### src/rtl/pipe_stall_ctrl.sv
// Sequencing and stall control for a chain of DEPTH stallable register stages sharing one enable (!stall).
// Optional: define STALL_CNT_EN to add the saturating stall_cycles counter output.
module pipe_stall_ctrl #(
  parameter int DEPTH = 2,
  parameter int CNT_W = 16
) (
  input  logic             clk,
  input  logic             rst,
  input  logic             start,
  input  logic [CNT_W-1:0] len,
  input  logic             in_valid,
  output logic             in_ready,
  input  logic             filter_switch,
  input  logic             out_ready,
  output logic             stall,
  output logic             valid_out,
  output logic             done_tag,
  output logic             co_filter_tag,
  output logic             busy,
  output logic             done
`ifdef STALL_CNT_EN
  ,
  output logic [CNT_W-1:0] stall_cycles
`endif
);

  typedef enum logic [1:0] {
    IDLE  = 2'd0,
    RUN   = 2'd1,
    DRAIN = 2'd2,
    DONE  = 2'd3
  } state_t;

  state_t           state;
  state_t           state_nxt;
  logic [DEPTH-1:0] vld_p;
  logic [CNT_W-1:0] issued;
  logic [CNT_W-1:0] len_q;
  logic             accept;
  logic             last_item;
  logic             start_ok;

  assign start_ok  = (state == IDLE) & start;
  assign valid_out = vld_p[DEPTH-1];
  assign stall     = vld_p[DEPTH-1] & ~out_ready;
  assign in_ready  = (state == RUN) & ~stall & (issued < len_q);
  assign accept    = in_valid & in_ready;
  assign last_item = (issued == (len_q - CNT_W'(1)));

  // launch-side tags travel with the item entering stage 0
  assign done_tag      = accept & last_item;
  assign co_filter_tag = accept & filter_switch;

  assign busy = (state != IDLE);
  assign done = (state == DONE);

  always_comb begin
    state_nxt = state;
    case (state)
      IDLE: begin
        if (start) begin
          state_nxt = (len == '0) ? DONE : RUN;
        end
      end
      RUN: begin
        if ((accept && last_item) || (issued >= len_q)) begin
          state_nxt = DRAIN;
        end
      end
      DRAIN: begin
        if (vld_p == '0) begin
          state_nxt = DONE;
        end
      end
      DONE:    state_nxt = IDLE;
      default: state_nxt = IDLE;
    endcase
  end

  always_ff @(posedge clk) begin
    if (rst) begin
      state  <= IDLE;
      issued <= '0;
      len_q  <= '0;
    end else begin
      state <= state_nxt;
      if (start_ok) begin
        len_q  <= len;
        issued <= '0;
      end else if (accept) begin
        issued <= issued + CNT_W'(1);
      end
    end
  end

  // stage occupancy: advances as one shift register, frozen while stalled
  always_ff @(posedge clk) begin
    if (rst) begin
      vld_p <= '0;
    end else if (!stall) begin
      vld_p[0] <= accept;
      for (int i = 1; i < DEPTH; i++) begin
        vld_p[i] <= vld_p[i-1];
      end
    end
  end

`ifdef STALL_CNT_EN
  function automatic logic [CNT_W-1:0] sat_inc(input logic [CNT_W-1:0] x);
    return (&x) ? x : x + CNT_W'(1);
  endfunction

  always_ff @(posedge clk) begin
    if (rst || start_ok) begin
      stall_cycles <= '0;
    end else if (stall && busy) begin
      stall_cycles <= sat_inc(stall_cycles);
    end
  end
`endif

endmodule

### config.mk
export PLATFORM = sky130hd
export DESIGN_NAME = pipe_stall_ctrl
export DESIGN_NICKNAME = d
export VERILOG_FILES = /design/src/rtl/pipe_stall_ctrl.sv
export SDC_FILE = /design/constraint.sdc
export NUM_CORES = 1
export LEC_CHECK = 0
export ABC_AREA = 0
export CELL_PAD_IN_SITES_DETAIL_PLACEMENT = 1
export CELL_PAD_IN_SITES_GLOBAL_PLACEMENT = 1
export CORE_MARGIN = 10
export CORE_UTILIZATION = 41
export CTS_CLUSTER_DIAMETER = 60
export DETAILED_ROUTE_END_ITERATION = 8
export PLACE_DENSITY = 0.89
export SKIP_CTS_REPAIR_TIMING = 1
export SLEW_MARGIN = 5
export SYNTH_ARGS = -nofsm -noshare
export SYNTH_HDL_FRONTEND = slang
export SYNTH_SLANG_ARGS = --single-unit
### constraint.sdc
create_clock -name clk -period 4.1 [get_ports clk]
set_input_delay 1.025 -clock clk [delete_from_list [all_inputs] [get_ports clk]]
set_output_delay 1.025 -clock clk [all_outputs]
set_load 0.01 [all_outputs]
==> summary.txt <==
status: finished, final reports clean
row cnt: 28
Final HPWL DP: 5.60 mm
Critical Path Source: len_q[1]
clock period minus worst slack: 3.96 ns
max frequency: 0.253 GHz
pre-CTS WS: 0.0625 ns
Starting Density: 42.2%
HP Class: reg -> reg
crit-path max FO: 8
dpl cells: 413
Worst-Margin Slew: 0.630 ns
largest net degree at the start of global routing: 23
DRC Markers: 0
cell area after synthesis: 2480 sq um
DRT Pass-1 Iters: 4
initial antenna violation count: 0
# diodes: 0
CP required: 3.07 ns
die area: 9570 sq um
vias in the first global route: 2560
clock root buffer: clkbuf_8
YS warnings: 0
critical path endpoint: co_filter_tag
most common cell in the netlist: nand2_1
TritonCTS clock tree: yes
Worst Slack Setup Final: 0.141 ns
fraction of registers with async set/reset: 0%
Total Routed Length: 7.42 mm
Final Hold Viols: 0
vias per cell: 5.67
Leakage Power: 1.15 nW
post-route ant nets: 0
max cap viols: 0
first-pass GRT wire length: 12.6 mm
chip width: 97.8 um
R2R depth: 11
clk_skew: 0.00750 ns
via count: 2387
count of final setup violators: 0
CP Capture Type: output port
setup TNS: 0 ns
1st-iter DRT viols: 124
WP data arrival: 2.93 ns
H-tree Lvls: 2
share of the synthesized area in the top cell type: 29.0%
gp weighted congestion: 0.880
Worst slew margin: 57.9%
Port Buffers: 28
Commonest cells post-synth: 45 x nand2_1, 36 x dfxtp_1, 29 x a21oi_1
Post-Syn Instances: 320
top post-synthesis cells by area: dfxtp_1 29%, ha_1 12%, nand2_1 6.8%
# IOs: 29
total grt overflow: 0
RR Startpoint: len_q[1]
mean post-synth cell area: 7.76 sq um
VDD IR-drop max: 0.230 mV
reg2reg setup slack: 1.00 ns
Synth Net Count: 365
Post-synth EDFFs: 0
Slew Limit Fails: 0
Final Non-Filler Cells: 421
Layout Nets: 391
P per Cell Area: 423 nW/um^2
fin crit share: 96.6%
Seq/Total Area, Yosys: 29.0%
count of different cell masters after synthesis: 46
Setup Crit Path Kind: reg -> out
Clock transition at path regs: 0.08 ns
die height: 97.8 um
worst skew pair latency: 0.30 ns
cts bufs inserted: 5
per-cell routed wire length: 17.6 um
CP Launch Type: flop
P&R area growth vs syn: 19.1%
Clock Path Buffers: 2
largest area contributor in the netlist: dfxtp_1
flops & latches, synth: 36
reg-to-reg endpoint: issued[15]
Sink Count: 36
share of cells above drive strength 1: 6.94%
total track usage: 15.4%
Main synth FF type: dfxtp_1
core area: 5890 sq um
==> state kept, by name (all words and copies together), names as in the netlist <==
signal	count
issued	16
len_q	16
state	2
vld_p	2
==> area by class of cell <==
cell class / count / area [sq um]
tap: 75 / 93.8
inverter: 27 / 101
fill: 733 / 2930
sequential: 36 / 726
multi-input combinational: 243 / 1610
clock buffer: 7 / 96.3
timing repair buffer: 33 / 324
==> where the power goes <==
group          total [W]  switching, W  leakage (nW)  internal [W]
clock network   0.000281      0.000131        0.0503      0.000150
registers       0.000437     0.0000518         0.295      0.000386
logic           0.000533      0.000303         0.804      0.000230
total            0.00125      0.000486          1.15      0.000765
==> kinds of logic (layout without fill, tap and decap cells) <==
kind of cell,count (synthesis),count (layout),synth area share [%]
adder cells (fa/ha/maj),23,23,11.6
AO/OA/AOI/OAI,64,64,16.6
buffers and inverters,41,67,6.35
XOR/XNOR,28,28,9.88
flip-flops,36,36,29.0
AND/OR/NAND/NOR,124,124,24.8
multiplexers,4,4,1.71
==> metrics by stage <==
step / total power (W) / hold slack [ns] / instance area [sq um] / util [%]
final: 0.00125 / 0.503 / 2960 / 50.2
after global routing: 0.00134 / 0.523 / 2960 / 50.2
after CTS: 0.00123 / 0.511 / 2930 / 49.7
after detailed placement: 0.000949 / 0.499 / 2830 / 48.1
after global placement: 0.000922 / 0.471 / 2830 / 48.1
after floorplan: 0.000779 / 0.458 / 2480 / -
==> critical path: stages, from the launching register on <==
cell,delay (ns)
dfxtp_1,0.40
inv_1,0.08
ha_1,0.30
nor2b_1,0.15
o211ai_1,0.28
a21oi_2,0.14
a2111oi_4,0.43
buf_6,0.19
and2_1,0.13
clkdlybuf4s50_1,0.53
==> worst min-delay path by stage <==
stage	startpoint	to	cells after the start
finish	len_q[10]	len_q[10]	2
global route	len_q[10]	len_q[10]	2
CTS	len_q[15]	len_q[15]	2
detailed placement	vld_p[0]	vld_p[1]	2
global placement	len_q[15]	len_q[15]	2
floorplan	vld_p[0]	vld_p[1]	2
==> layout by cell type, fill, tap and decap left out, types with 5 or more instances in the layout <==
cell and instances:
nand2_1 45, dfxtp_1 32, a21oi_1 28, inv_1 27, clkdlybuf4s50_1 27, nor2_1 25
ha_1 23, xnor2_1 14, xor2_1 14, nand4_1 12, o21ai_0 12, nand3_1 7
clkbuf_8 7, or3_1 5, nor4_1 5
==> routing by layer <==
metal | routed length [um] | part of all wire [%] | global-route usage, % | up-vias
met3 | 431 | 5.8 | 4.30 | 10
met2 | 3730 | 50 | 27.3 | 58
met1 | 3140 | 42 | 17.3 | 1156
li1 | - | - | - | 1163
met4 | 114 | 1.5 | 5.03 | 0
met5 | 0 | 0 | 0 | -
(Power assumes the default switching activity.)
